### src/rtl/down_timer.sv
// down_timer: loadable n-bit down-counter / interval timer with one-cycle done pulse.
// Optional build macro DOWN_TIMER_AUTO_RELOAD_EN: on expiry the count reloads the last
// loaded value and keeps running periodically instead of stopping in EXPIRED.
module down_timer #(
    parameter int unsigned n = 4
) (
    input  logic         clock,
    input  logic         reset,
    input  logic         ld,
    input  logic [n-1:0] din,
    input  logic         cnt,
    input  logic         stop,
    output logic [n-1:0] out,
    output logic         busy,
    output logic         tc,
    output logic         done
);

    typedef enum logic [1:0] {
        IDLE    = 2'd0,
        RUN     = 2'd1,
        EXPIRED = 2'd2
    } state_t;

    state_t       state;
    logic         dec;
    logic         at_one;
    logic [n-1:0] toggle;
    logic [n-1:0] out_d;

`ifdef DOWN_TIMER_AUTO_RELOAD_EN
    logic [n-1:0] reload;
    logic         done_q;
`endif

    // a decrement happens only in RUN when no higher-priority strobe is present
    assign at_one = (out == n'(1));
    assign dec    = (state == RUN) & cnt & ~ld & ~stop;
    assign busy   = (state == RUN);
    assign tc     = cnt & busy & at_one;

`ifdef DOWN_TIMER_AUTO_RELOAD_EN
    assign done = done_q;
`else
    assign done = (state == EXPIRED);
`endif

    // borrow chain: bit k toggles when decrementing and all lower bits are zero
    always_comb begin
        logic lower_zero;
        lower_zero = 1'b1;
        toggle     = '0;
        for (int k = 0; k < int'(n); k++) begin
            toggle[k]  = dec & lower_zero;
            lower_zero = lower_zero & ~out[k];
        end
    end

    // next count: load wins, then reload at expiry (periodic build), else borrow-chain result
    always_comb begin
        out_d = out ^ toggle;
        if (ld) begin
            out_d = din;
        end
`ifdef DOWN_TIMER_AUTO_RELOAD_EN
        else if (dec && at_one) begin
            out_d = reload;
        end
`endif
    end

    // count register
    always_ff @(posedge clock or posedge reset) begin
        if (reset) begin
            out <= '0;
        end else begin
            out <= out_d;
        end
    end

    // control FSM with priority ld > stop > cnt
    always_ff @(posedge clock or posedge reset) begin
        if (reset) begin
            state  <= IDLE;
`ifdef DOWN_TIMER_AUTO_RELOAD_EN
            reload <= '0;
            done_q <= 1'b0;
`endif
        end else if (ld) begin
            state  <= (din != '0) ? RUN : IDLE;
`ifdef DOWN_TIMER_AUTO_RELOAD_EN
            reload <= din;
            done_q <= 1'b0;
`endif
        end else begin
`ifdef DOWN_TIMER_AUTO_RELOAD_EN
            done_q <= 1'b0;
`endif
            case (state)
                RUN: begin
                    if (stop) begin
                        state <= IDLE;
                    end else if (cnt && at_one) begin
`ifdef DOWN_TIMER_AUTO_RELOAD_EN
                        done_q <= 1'b1;
`else
                        state  <= EXPIRED;
`endif
                    end
                end
                EXPIRED: state <= IDLE;
                default: state <= state;
            endcase
        end
    end

endmodule
### config.mk
export PLATFORM = sky130hd
export DESIGN_NAME = down_timer
export DESIGN_NICKNAME = d
export VERILOG_FILES = /design/src/rtl/down_timer.sv
export SDC_FILE = /design/constraint.sdc
export NUM_CORES = 1
export LEC_CHECK = 0
export CORE_AREA = 2 2 39 41
export CTS_BUF_LIST = sky130_fd_sc_hd__clkbuf_4 sky130_fd_sc_hd__clkbuf_8
export CTS_CLUSTER_DIAMETER = 100
export DETAILED_ROUTE_END_ITERATION = 6
export DIE_AREA = 0 0 41 43
export DONT_BUFFER_PORTS = 1
export GPL_TIMING_DRIVEN = 0
export RECOVER_POWER = 100
export SYNTH_ARGS = -nofsm -noshare
export SYNTH_HDL_FRONTEND = slang
export SYNTH_SLANG_ARGS = --single-unit
### constraint.sdc
create_clock -name clock -period 4.58 [get_ports clock]
set_input_delay 0.687 -clock clock [delete_from_list [all_inputs] [get_ports clock]]
set_output_delay 0.687 -clock clock [all_outputs]
set_load 0.005 [all_outputs]
==> results_dict.tcl <==
set metrics [dict create \
    place_congestion 0.6654 \
    total_power_mw 0.1292 \
    worstPathArrival_ns 1.41 \
    ys_ff_latch 6 \
    finalSetupViolations 0 \
    switching_share_pct 26.54 \
    synth_warnings 0 \
    finalSetupTns_ns 0 \
    htree_levels 1 \
    clk_path_buf_depth 2 \
    slowest_stage "or3b_1" \
    hold_viol 0 \
    drv_slew 0 \
    yosysTopAreaCell "dfrtp_1" \
    die_w_um 41 \
    clk_pin_slew_ns 0.05 \
    cp-end-kind "output port" \
    drc 0 \
    setup.worst_path.class "reg -> out" \
    crit_family "simple AND/OR/NAND/NOR gates" \
    diodes 0 \
    wl_per_cell_um 13.33 \
    core-area_sq_um 1384 \
    finalWirelength_um 773 \
    grt_pass1_vias 280 \
    cts.sinks 6 \
    antenna_found_initial 0 \
    cp.required_ns 3.89 \
    cts_tree "done" \
    grt_setup_unrepaired "false" \
    synth_nets 49 \
    port-buffer-count 0 \
    pwr-share-seq_pct 49.4 \
    row_count 14 \
    path_buf_inv 0 \
    period_share_pct 45.82 \
    mostFrequentLayoutCells "6 x dfrtp_1, 5 x nor2_1, 4 x inv_1" \
    io_pins 16 \
    startpoint_type "register" \
    period_minus_slack_ns 2.098 \
    hold_buffers 0 \
    die_area_sq_um 1763 \
    vias 294 \
    yosysSeqAreaShare_pct 41.67 \
    irDropWorstVdd_mv 0.1086 \
    synth_area_per_cell_sq_um 9.240 \
    layout-drive-gt1-share_pct 9.524 \
    relSlewSlack_pct 83.94 \
    hold_path.class "in -> async" \
    track_usage_pct 11.03 \
    internal_power_mw 0.09493 \
    crit_fanout 5 \
    ys_types 22 \
    hold_ws_ns 0.2458 \
    drtAntennaViolNets 0 \
    final_common_cell "dfrtp_1" \
    power.share.clock_pct 38.3 \
    drv.max_cap_violation_count 0 \
    clock-skew-final_ns 0.0001886 \
    final_nets 54 \
    grt_pass1_wl_um 1214 \
    cts-root-buf "clkbuf_4" \
    drt_pre_antenna_iters 2 \
    dp_hpwl_um 619.1 \
    pwr-share-comb_pct 12.3 \
    synth_area_sq_um 360.3 \
    area_growth_pct 10.76 \
    fmax_ghz 0.4765 \
    synth_cells 39 \
    synth_area_leaders "dfrtp_1 42%, nor2_1 5.2%, inv_1 4.2%" \
    clock_latency_ns 0.24 \
    p_switching_mw 0.03430 \
    drt_iter0_drc 5 \
    post_cts_buffers 0 \
    yosysTopAreaCellShare_pct 41.67 \
    initial_utilization_pct 26.04 \
    grt_max_degree 8 \
    p_leak_nw 0.1800 \
    utilization_pct 28.84 \
    die_h_um 43 \
    nFillCells 161 \
    max_stage_delay_ns 0.47 \
    path_cells "or3b_1 -> nor3b_1" \
    grt_overflow_total 0 \
    power_density_nw_per_um2 323.8 \
    status "finished, final reports clean" \
    avgViaCountPerCell 5.069 \
    cts_resized 0 \
    tightest_slew_ns 0.2404 \
    cts_made_buffers 3 \
]
metal layers:
layer	vias to the layer above	wire (um)	global-route usage, %
met2	11	355	13.44
met4	0	8	10.00
met3	2	51	4.712
li1	151	-	-
met1	130	356	13.86
met5	-	0	0
final cells by class:
class,instances,area (sq um),area share (%)
clock buffer,3,22.52,5.643
inverter,4,15.01,3.762
multi-input combinational,29,191.4,47.96
sequential,6,150.1,37.62
tap,16,20.02,5.016
power groups by stage:
stage	clock network, mW	logic (mW)	registers, mW
finish	0.0495	0.0159	0.0638
detailed placement	0	0.0164	0.0649
global placement	0	0.0164	0.0646
global route	0.0566	0.0184	0.0645
CTS	0.0515	0.0165	0.0640
floorplan	0	0.0141	0.0630
per-stage QoR:
step	std cells	setup WS [ns]	cell area [sq um]
4_1_cts	58	2.464	402.9
3_3_place_gp	55	2.514	380.4
6_report	58	2.482	399.1
5_1_grt	58	2.421	399.1
3_5_place_dp	55	2.512	380.4
2_1_floorplan	39	2.569	360.3
worst paths after layout:
kind                                      startpoint                   end  slack (ns)  cells past startpoint
worst min-delay path                           reset  state[1]$_DFFE_PP0P_        0.25                      1
worst max register to register  state[1]$_DFFE_PP0P_      out[3]$_DFF_PP0_        2.87                      3
min in group clock                                ld      out[1]$_DFF_PP0_        0.54                      1
max in group asynchronous                      reset      out[2]$_DFF_PP0_        4.14                      1
worst min register to register  state[0]$_DFFE_PP0P_  state[1]$_DFFE_PP0P_        0.56                      1
worst max-delay path                out[1]$_DFF_PP0_                    tc        2.48                      2
registers in the layout, summed over array words and instances, names as in the netlist:
register / count
out: 4
state: 2
synthesized netlist by cell type:
cell,instances
mux2i_1,1
nand2_1,1
ha_1,1
nor3_1,1
or3b_2,1
nor2_1,5
xnor2_1,1
o31ai_1,1
o21bai_1,1
o21ai_0,2
or3_1,1
inv_1,4
or4b_4,1
a31oi_1,2
o211a_1,1
or4_1,2
a21oi_1,2
dfrtp_1,6
nor3b_1,1
or3b_1,1
nand2b_1,1
nor2b_1,2
cells by family after synthesis:
logic type	synth area share (%)
XOR/XNOR	2.431
adder cells (fa/ha/maj)	3.472
AO/OA/AOI/OAI	15.97
AND/OR/NAND/NOR	29.51
buffers and inverters	4.165
multiplexers	2.778
flip-flops	41.67
Power figures use the tool's default switching activity.
